$ cat config.mk
export PLATFORM = sky130hd
export DESIGN_NAME = arp_test_top
export DESIGN_NICKNAME = d
export VERILOG_FILES = /design/src/rtl/arp_test_pkg.sv /design/src/rtl/crc32_d8.sv /design/src/rtl/arp_test_top.sv
export SDC_FILE = /design/constraint.sdc
export NUM_CORES = 1
export LEC_CHECK = 0
export ABC_AREA = 0
export CAP_MARGIN = 40
export CORE_UTILIZATION = 45
export CTS_CLUSTER_SIZE = 16
export DETAILED_ROUTE_END_ITERATION = 10
export GPL_TIMING_DRIVEN = 0
export PLACE_DENSITY = 0.62
export SLEW_MARGIN = 20
export SYNTH_ARGS = -nofsm -noshare
export SYNTH_HDL_FRONTEND = slang
export SYNTH_SLANG_ARGS = --single-unit
$ cat constraint.sdc
create_clock -name userclk2 -period 4.06 [get_ports userclk2]
set_input_delay 0.609 -clock userclk2 [delete_from_list [all_inputs] [get_ports userclk2]]
set_output_delay 0.609 -clock userclk2 [all_outputs]
set_load 0.005 [all_outputs]
$ cat src/rtl/arp_test_pkg.sv
// ============================================================================
// Module  : arp_test_pkg
// Brief   : Shared types, constants and frame builder for the ARP test block.
// Revision: 1.0  initial release
// ============================================================================
`default_nettype none

package arp_test_pkg;

   typedef enum logic [2:0] {
      ST_IDLE = 3'd0,
      ST_PRE  = 3'd1,
      ST_DATA = 3'd2,
      ST_FCS  = 3'd3,
      ST_IFG  = 3'd4
   } arp_state_t;

   localparam logic [15:0] ETH_TYPE_ARP = 16'h0806;
   localparam logic [15:0] ARP_OPER_REQ = 16'h0001;
   localparam logic [31:0] CRC_POLY     = 32'hEDB88320;

   localparam int PREAMBLE_LEN = 8;
   localparam int PAYLOAD_LEN  = 60;
   localparam int FCS_LEN      = 4;

   // Returns the 60-byte broadcast ARP request with byte 0 in bits [7:0].
   function automatic logic [PAYLOAD_LEN*8-1:0] arp_payload(
      input logic [47:0] mac,
      input logic [31:0] sender_ip,
      input logic [31:0] target_ip
   );
      logic [PAYLOAD_LEN*8-1:0] msb_first;
      logic [PAYLOAD_LEN*8-1:0] lsb_first;
      msb_first = {48'hFFFF_FFFF_FFFF, mac, ETH_TYPE_ARP,
                   16'h0001, 16'h0800, 8'h06, 8'h04, ARP_OPER_REQ,
                   mac, sender_ip, 48'h0, target_ip, 144'h0};
      lsb_first = '0;
      for (int i = 0; i < PAYLOAD_LEN; i++) begin
         lsb_first[8*i +: 8] = msb_first[PAYLOAD_LEN*8-1-8*i -: 8];
      end
      return lsb_first;
   endfunction

endpackage

`default_nettype wire

$ cat src/rtl/crc32_d8.sv
// ============================================================================
// Module  : crc32_d8
// Brief   : Byte-parallel reflected CRC-32 next-state function.
// Revision: 1.0  initial release
// ============================================================================
`default_nettype none

module crc32_d8
   import arp_test_pkg::*;
(
   input  logic [31:0] crc_in,
   input  logic [7:0]  d,
   output logic [31:0] crc_out
);

   logic [31:0] w_crc;

   // Data enters LSB first, matching the Ethernet bit order.
   always_comb begin
      w_crc = crc_in;
      for (int i = 0; i < 8; i++) begin
         w_crc = (w_crc >> 1) ^ (((w_crc[0] ^ d[i]) != 1'b0) ? CRC_POLY : 32'h0);
      end
      crc_out = w_crc;
   end

endmodule

`default_nettype wire

$ cat src/rtl/arp_test_top.sv
// ============================================================================
// Module  : arp_test_top
// Brief   : GMII ARP request generator with PHY reset sequencing.
//           ARP_PERIODIC_EN: repeat frames every SEND_PERIOD_CYC, else one per reset.
// Revision: 1.0  initial release
// ============================================================================
`default_nettype none

module arp_test_top
   import arp_test_pkg::*;
#(
   parameter logic [47:0] LOCAL_MAC       = 48'h000A3501FEC0,
   parameter logic [31:0] LOCAL_IP        = 32'hC0A80002,
   parameter logic [31:0] TARGET_IP       = 32'hC0A80003,
   parameter int          PHY_RST_CYC     = 1250,
   parameter int          SEND_PERIOD_CYC = 125000,
   parameter int          IFG_CYC         = 12
) (
   input  logic       userclk2,
   input  logic       sys_rst_n,
   input  logic       resetdone,
   input  logic       link_up,
   output logic       phy_rst_n,
   output logic       led_link,
   output logic [7:0] test_gmii_tx_data,
   output logic       test_gmii_tx_en,
   output logic       test_gmii_tx_err
);

   localparam logic [PAYLOAD_LEN*8-1:0] c_PAYLOAD = arp_payload(LOCAL_MAC, LOCAL_IP, TARGET_IP);
   localparam logic [7:0]  c_PRE_LAST    = 8'(PREAMBLE_LEN - 1);
   localparam logic [7:0]  c_DATA_LAST   = 8'(PAYLOAD_LEN - 1);
   localparam logic [7:0]  c_FCS_LAST    = 8'(FCS_LEN - 1);
   localparam logic [7:0]  c_IFG_LAST    = 8'(IFG_CYC - 1);
   localparam logic [31:0] c_PHY_LAST    = 32'(PHY_RST_CYC - 1);
   localparam logic [31:0] c_PERIOD_LOAD = 32'(SEND_PERIOD_CYC - 1);

   arp_state_t  r_state;
   arp_state_t  w_state_next;
   logic [7:0]  r_cnt;
   logic [31:0] r_phy_cnt;
   logic        r_phy_rst_n;
   logic [31:0] r_period_cnt;
   logic [31:0] r_crc;
   logic [31:0] w_crc_next;
   logic        r_led;
   logic        w_go;
   logic        w_start;
   logic [7:0]  w_tx_data;
   logic [7:0]  w_data_byte;
   logic [7:0]  w_fcs_byte;

   assign w_data_byte = 8'(c_PAYLOAD >> {r_cnt[5:0], 3'b000});
   assign w_fcs_byte  = 8'(r_crc >> {r_cnt[1:0], 3'b000});
   assign w_start     = (r_state == ST_IDLE) && (w_state_next == ST_PRE);

`ifdef ARP_PERIODIC_EN
   assign w_go = r_phy_rst_n && resetdone && (r_period_cnt == 32'd0);
`else
   logic r_sent;

   always_ff @(posedge userclk2 or negedge sys_rst_n) begin
      if (!sys_rst_n) begin
         r_sent <= 1'b0;
      end else if (w_start) begin
         r_sent <= 1'b1;
      end
   end

   assign w_go = r_phy_rst_n && resetdone && (r_period_cnt == 32'd0) && !r_sent;
`endif

   always_ff @(posedge userclk2 or negedge sys_rst_n) begin
      if (!sys_rst_n) begin
         r_phy_cnt   <= 32'd0;
         r_phy_rst_n <= 1'b0;
      end else if (!r_phy_rst_n) begin
         if (r_phy_cnt == c_PHY_LAST) begin
            r_phy_rst_n <= 1'b1;
         end else begin
            r_phy_cnt <= r_phy_cnt + 32'd1;
         end
      end
   end

   always_ff @(posedge userclk2 or negedge sys_rst_n) begin
      if (!sys_rst_n) begin
         r_state <= ST_IDLE;
      end else begin
         r_state <= w_state_next;
      end
   end

   always_comb begin
      w_state_next = r_state;
      w_tx_data    = 8'h00;
      case (r_state)
         ST_IDLE: begin
            if (w_go) w_state_next = ST_PRE;
         end
         ST_PRE: begin
            w_tx_data = (r_cnt == c_PRE_LAST) ? 8'hD5 : 8'h55;
            if (r_cnt == c_PRE_LAST) w_state_next = ST_DATA;
         end
         ST_DATA: begin
            w_tx_data = w_data_byte;
            if (r_cnt == c_DATA_LAST) w_state_next = ST_FCS;
         end
         ST_FCS: begin
            w_tx_data = ~w_fcs_byte;
            if (r_cnt == c_FCS_LAST) w_state_next = ST_IFG;
         end
         ST_IFG: begin
            if (r_cnt == c_IFG_LAST) w_state_next = ST_IDLE;
         end
         default: w_state_next = ST_IDLE;
      endcase
   end

   crc32_d8 u_crc (
      .crc_in  (r_crc),
      .d       (w_tx_data),
      .crc_out (w_crc_next)
   );

   // Period counter loads on frame start so frame starts are exactly one period apart.
   always_ff @(posedge userclk2 or negedge sys_rst_n) begin
      if (!sys_rst_n) begin
         r_cnt        <= 8'd0;
         r_period_cnt <= 32'd0;
         r_crc        <= 32'hFFFF_FFFF;
         r_led        <= 1'b0;
      end else begin
         r_led <= link_up;
         if ((w_state_next != r_state) || (r_state == ST_IDLE)) begin
            r_cnt <= 8'd0;
         end else begin
            r_cnt <= r_cnt + 8'd1;
         end
         if (w_start) begin
            r_period_cnt <= c_PERIOD_LOAD;
         end else if (r_period_cnt != 32'd0) begin
            r_period_cnt <= r_period_cnt - 32'd1;
         end
         if (r_state == ST_PRE) begin
            r_crc <= 32'hFFFF_FFFF;
         end else if (r_state == ST_DATA) begin
            r_crc <= w_crc_next;
         end
      end
   end

   assign phy_rst_n         = r_phy_rst_n;
   assign led_link          = r_led;
   assign test_gmii_tx_data = w_tx_data;
   assign test_gmii_tx_en   = (r_state == ST_PRE) || (r_state == ST_DATA) || (r_state == ST_FCS);
   assign test_gmii_tx_err  = 1'b0;

endmodule

`default_nettype wire

Word-level counts from Yosys, hierarchy flattened
Index checks and enable logic that the tools add are counted.
{"block": "classes", "add_sub_neg": 3, "mul": 0, "div": 0, "order_cmp": 0, "n_eq_ne": 11, "shifts": 2, "n_mux": 23, "bitwise_logic": 19, "reduce_logical": 14}
{"cell": "32-bit two-way mux", "n": 12}
{"cell": "330-bit by 9-bit >> shifter with 8-bit output, first input constant", "n": 1}
{"cell": "31-bit by 32-bit bitwise XOR with 32-bit output", "n": 8}
{"cell": "32-bit by 1-bit adder with 32-bit output, second input constant", "n": 1}
{"cell": "32-bit by 11-bit == test with 1-bit output, second input constant", "n": 1}
{"cell": "32-bit zero test", "n": 1}
{"cell": "32-bit nonzero test", "n": 1}
{"cell": "32-bit by 5-bit >> shifter with 8-bit output", "n": 1}
{"cell": "32-bit by 1-bit subtractor with 32-bit output, second input constant", "n": 1}
{"cell": "8-bit case mux with 3 select lines", "n": 1}
{"cell": "8-bit two-way mux", "n": 2}
{"cell": "3-bit two-way mux", "n": 5}
{"cell": "3-bit case mux with 5 select lines", "n": 1}
{"cell": "8-bit by 1-bit adder with 8-bit output, second input constant", "n": 1}
{"cell": "8-bit by 2-bit == test with 1-bit output, second input constant", "n": 1}
{"cell": "8-bit by 3-bit == test with 1-bit output, second input constant", "n": 1}
{"cell": "8-bit by 4-bit == test with 1-bit output, second input constant", "n": 1}
{"cell": "8-bit by 6-bit == test with 1-bit output, second input constant", "n": 1}
{"cell": "8-bit inverter", "n": 1}
{"cell": "1-bit bitwise XOR", "n": 8}
{"cell": "3-bit by 1-bit == test with 1-bit output, second input constant", "n": 2}
{"cell": "3-bit by 2-bit == test with 1-bit output, second input constant", "n": 2}
{"cell": "1-bit logical AND", "n": 4}
{"cell": "2-bit nonzero test", "n": 2}
{"cell": "8 further kinds", "n": 12}
{"block": "totals", "reg_bits": 110, "latchBits": 0, "mem_bits_rw": 0, "mem_bits_ro": 0, "input_bits": 4, "wordCells": 80, "n_memories": 0}

Logic depth before layout (Yosys ltp)
{"block": "logic_depth", "word_depth": 29, "ltp_mapped": 12}

Hierarchy
From an unflattened synthesis, not the netlist that was laid out.
{"block": "hier_totals", "hier_cells": 641, "hier_area_um2": 6766.5}
{"module": "arp_test_top", "n_inst": 1, "cells_per_inst": 575, "area_each_um2": 5796.8, "seq_area_each_um2": 2792.7}
{"module": "crc32_d8", "n_inst": 1, "cells_per_inst": 66, "area_each_um2": 969.7, "seq_area_each_um2": 0.0}

Worst setup path after synthesis
OpenSTA, ideal clock, no wires.
{"block": "synth_path", "path_kind": "register to register", "startpoint": "register r_cnt[1]", "endpoint": "register r_crc[19]", "setup_time_ps": 80, "arrival_time_ps": 3355, "required_ps": 3980, "path_slack_ps": 626, "path_stages_with_launch": 13, "n_path_buf": 2, "path_cell_list": "dfrtp_1 > buf_2 > buf_4 > inv_1 > ha_1 > or3b_1 > a31o_2 > o211a_1 > a211oi_4 > xor2_2 > xnor2_1 > xnor3_1 > o22a_1"}
{"block": "synth_via", "elab_chain_len": 17, "elab_cells_between_ends": 30, "cone_classes": "eq/ne (1); shift (2); mux (11); bitwise (16)"}
{"item": "start, declared", "line": "arp_test_top.sv:40", "text": "logic [7:0] r_cnt;"}
{"item": "start signal, assigned", "line": "arp_test_top.sv:138", "text": "r_cnt <= r_cnt + 8'd1;"}
{"item": "parallel branches: the longest is 2 deep, another holds 330-bit by 9-bit >> shifter with 8-bit output"}
{"item": "8-bit case mux with 3 select lines *", "line": "arp_test_top.sv:97", "text": "case (r_state)"}
{"item": "1-bit bitwise XOR", "line": "crc32_d8.sv:22", "text": "w_crc = (w_crc >> 1) ^ (((w_crc[0] ^ d[i]) != 1'b0) ? CRC_POLY : 32'h0);"}
{"item": "32-bit two-way mux", "line": "crc32_d8.sv:22"}
{"item": "31-bit by 32-bit bitwise XOR with 32-bit output (6 in a row)", "line": "crc32_d8.sv:22"}
{"item": "1-bit bitwise XOR", "line": "crc32_d8.sv:22"}
{"item": "32-bit two-way mux", "line": "crc32_d8.sv:22"}
{"item": "31-bit by 32-bit bitwise XOR with 32-bit output", "line": "crc32_d8.sv:22"}
{"item": "31-bit by 32-bit bitwise XOR with 32-bit output *", "line": "crc32_d8.sv:22"}
{"item": "32-bit two-way mux *", "line": "arp_test_top.sv:147", "text": "end else if (r_state == ST_DATA) begin"}
{"item": "32-bit two-way mux *", "line": "arp_test_top.sv:145", "text": "if (r_state == ST_PRE) begin"}
{"item": "end signal, assigned", "line": "arp_test_top.sv:148", "text": "r_crc <= w_crc_next;"}
{"item": "end, declared", "line": "arp_test_top.sv:44", "text": "logic [31:0] r_crc;"}
Mark *: on every way between the ends. The select of a mux whose other input is x is not followed.
A chain may end at the register's enable or synchronous reset.

Worst setup path in the final report
{"block": "layout_path", "startpoint": "register r_cnt[1]", "endpoint": "register r_crc[24]"}
{"block": "layout_via", "elab_chain_len": 16, "elab_cells_between_ends": 28, "cone_classes": "eq/ne (1); shift (2); mux (10); bitwise (15)"}
{"item": "parallel branches: the longest is 2 deep, another holds 330-bit by 9-bit >> shifter with 8-bit output"}
{"item": "8-bit case mux with 3 select lines *", "line": "arp_test_top.sv:97"}
{"item": "1-bit bitwise XOR", "line": "crc32_d8.sv:22"}
{"item": "32-bit two-way mux", "line": "crc32_d8.sv:22"}
{"item": "31-bit by 32-bit bitwise XOR with 32-bit output (6 in a row)", "line": "crc32_d8.sv:22"}
{"item": "1-bit bitwise XOR", "line": "crc32_d8.sv:22"}
{"item": "32-bit two-way mux", "line": "crc32_d8.sv:22"}
{"item": "31-bit by 32-bit bitwise XOR with 32-bit output *", "line": "crc32_d8.sv:22"}
{"item": "32-bit two-way mux *", "line": "arp_test_top.sv:147"}
{"item": "32-bit two-way mux *", "line": "arp_test_top.sv:145"}
Marks and branches as above.

==> results.yml <==
placement:
  finalWeightedCongestion: 0.8629
  hpwl_um: 10070
  place_area_um2: 6804
  portBuffers: 14
  preCtsSetupSlack_ns: -0.02260
finish:
  design_area_um2: 7171
  multiInputGateArea_um2: 3430
  fillers: 1240
  nets: 674
  n_antenna_cell: 0
  drive_gt1_share_pct: 14.20
  areaGrowthSynthToFinish_pct: 11.87
  seq_area_um2: 2793
global_routing:
  antenna_found_initial: 0
  grt.overflow.total: 0
  grt_usage_pct: 20.91
  grt_pass1_vias: 4675
  grt_pass1_wl_um: 23750
  grt_max_degree: 68
cts:
  clockRootBuffer: "clkbuf_16"
  cts_buffer_depth: 2
  clkTransAtPathRegs_ns: 0.08
  cts_sinks: 110
  postCtsHoldBufs: 0
  cts-buffers-inserted: 9
  cts_tree: "built"
  htree_levels: 3
  clock_latency_ns: 0.36
synthesis:
  seq_area_frac_synth_pct: 43.57
  syn_area_per_cell_um2: 10.24
  netlist.area_leader.share_pct: 30.45
  yosys-top-cells-count: "xnor2_1 (81), dfrtp_1 (78), nor2_1 (76)"
  yosysMostFrequentCell: "xnor2_1"
  synth_area_um2: 6410
  synth.distinct_cells: 69
  synth.net_count: 643
  yosys_warnings: 0
  synth_flop_cell: "dfrtp_1"
  synth_area_leader_cell: "dfrtp_1"
  postSynthCellCount: 626
  synth_area_leaders: "dfrtp_1 (30%), dfstp_2 (13%), xnor2_1 (11%)"
  ys_ff_latch: 110
  synth-edff-count: 0
  async_reset_ff_share_pct: 100.0
sta:
  fin_crit_sh_pct: 93.46
  finalHoldViolations: 0
  slew_headroom_pct: 45.05
  rsz0062_at_grt: "no"
  clock_skew_ns: 0.008240
  finalSetupViolations: 0
  fin_setup_tns_ns: 0
  max_freq_mhz: 263.5
  maxSlewViolCount: 0
  period_needed_ns: 3.795
  worst_slack_ns: 0.2654
  tightest_slew_ns: 0.8168
pwr:
  p_sw_mw: 0.4599
  p_clk_share_pct: 45.2
  switching_share_pct: 22.39
  vdd_drop_max_uv: 301.6
  pwr-share-comb_pct: 1.4
  pwr-share-seq_pct: 53.4
  cellPowerDensity_nw_per_um2: 286.4
  leakagePower_nw: 3.084
  p_int_mw: 1.594
die:
  dieArea_um2: 14730
  coreArea_um2: 13880
  die_w_um: 121.4
  die_h_um: 121.4
  core.rowCount: 43
  io_pins: 16
  start_util_pct: 46.18
setup_path:
  crit_required_ns: 4.32
  worst-path-max-fanout: 10
  crit_path_start_kind: "flop"
  crit_path_end_kind: "flop"
  critical_path_class: "flop to flop"
  arrival_ns: 4.06
flow_run:
  max-cap-violations: 0
routing:
  drc: 0
  viasPerCell: 5.476
  postRouteAntennaNets: 0
  drt_iter0_markers: 264
  drt_first_pass_iters: 5
  post_drt_wl_per_cell_um: 16.86
  vias: 4611
  routed_wl_um: 14200
outcome:
  status: "complete, no violations"
hold_path:
  hold_path_class: "input pin to asynchronous set/reset pin"
## final cells by class
type | count | area share, %
inverters | 21 | 1.099
repair buffers | 20 | 3.054
flip-flops and latches | 110 | 38.95
clock buffers | 10 | 3.193
multi-input cells | 474 | 47.83
clock inverters | 6 | 1.117
well taps | 180 | 3.141
plain buffers | 21 | 1.623
## power by group through the flow
stage	combinational, mW	sequential (mW)	clock (mW)
3_5_place_dp	0.0312	1.12	0
5_1_grt	0.0344	1.10	0.990
6_report	0.0288	1.10	0.928
2_1_floorplan	0.000911	1.12	0
3_3_place_gp	0.0268	1.12	0
4_1_cts	0.0312	1.10	0.950
## placed cells by master (no fill, tap or decap), types with 4 or more instances in the layout
cell type / instances
dfrtp_1: 78
a21oi_1: 40
o22a_1: 5
clkbuf_16: 9
nor4_1: 14
xor2_1: 36
and4_1: 4
buf_2: 6
clkbuf_1: 9
mux2i_1: 10
dfstp_2: 32
inv_1: 21
mux4_2: 5
ha_1: 13
nor2_1: 76
or3b_1: 4
clkdlybuf4s50_1: 13
xnor2_1: 80
nand4_1: 9
buf_4: 10
and3_1: 8
nor3_1: 16
nand2_1: 43
nand3_1: 21
o21ai_0: 9
nor2b_1: 5
xnor3_1: 5
nand2b_1: 7
## critical path: stages (launching register included)
cell and delay, ns:
dfrtp_1 0.46, buf_2 0.29, buf_4 0.27, inv_1 0.12
ha_1 0.26, nand3_1 0.13, o2111ai_1 0.15, a21oi_1 0.53
xnor2_4 0.26, xor2_1 0.49, xnor3_1 0.37, xnor2_1 0.25
a21oi_1 0.10
## per-layer routing
layer	wire length, µm	up-vias	global-route usage [%]
met5	0	-	0
met4	184	0	6.173
met3	627	14	4.887
met2	6775	110	33.35
met1	6608	2264	28.23
li1	-	2223	-
## kinds of logic after synthesis
| logic type | share of synthesized area [%] |
|---|---|
| adders and majority gates | 2.538 |
| DFF | 43.57 |
| other | 0.05850 |
| buffers and inverters | 3.045 |
| AOI/OAI and AO/OA | 9.175 |
| xor gates and xnor gates | 20.77 |
| and+or+nand+nor | 17.53 |
| muxes | 3.318 |
## repair_timing
| item | CTS | global route |
|---|---|---|
| endpoints found under the setup margin | 1 | 1 |
| gates resized for setup | 1 | 0 |
| buffers inserted | 0 | 5 |
| pin swaps | 0 | 1 |
## metrics by stage
step | hold slack [ns] | std cells | total power, mW | util [%]
2_1_floorplan | 0.3134 | 626 | 1.119 | -
3_5_place_dp | 0.4532 | 821 | 1.149 | 49.02
3_3_place_gp | 0.4510 | 820 | 1.144 | 48.81
4_1_cts | 0.1773 | 837 | 2.078 | 51.30
5_1_grt | 0.1859 | 842 | 2.122 | 51.66
6_report | 0.1763 | 842 | 2.054 | 51.66
## flip-flops by register name, indices dropped and copies added, names as in the netlist
| register | flops |
|---|---|
| phy_rst_n | 1 |
| led_link | 1 |
| r_sent | 1 |
| r_state | 3 |
| r_cnt | 8 |
| r_phy_cnt | 32 |
| r_crc | 32 |
| r_period_cnt | 32 |
## worst paths after layout
kind / from / end / slack (ns) / depth (start not counted)
worst max-delay path: r_cnt[1]$_DFF_PN0_ / r_crc[24]$_DFFE_PN1P_ / 0.27 / 12
worst min-delay path: sys_rst_n / r_phy_cnt[29]$_DFFE_PN0P_ / 0.18 / 1
worst max register to register: r_cnt[1]$_DFF_PN0_ / r_crc[24]$_DFFE_PN1P_ / 0.27 / 12
worst min register to register: r_sent$_DFFE_PN0P_ / r_sent$_DFFE_PN0P_ / 0.47 / 1
max in group asynchronous: sys_rst_n / r_crc[28]$_DFFE_PN1P_ / 3.20 / 2
min in group userclk2: r_sent$_DFFE_PN0P_ / r_sent$_DFFE_PN0P_ / 0.47 / 1
No activity file was read; power rests on OpenSTA's default activity.
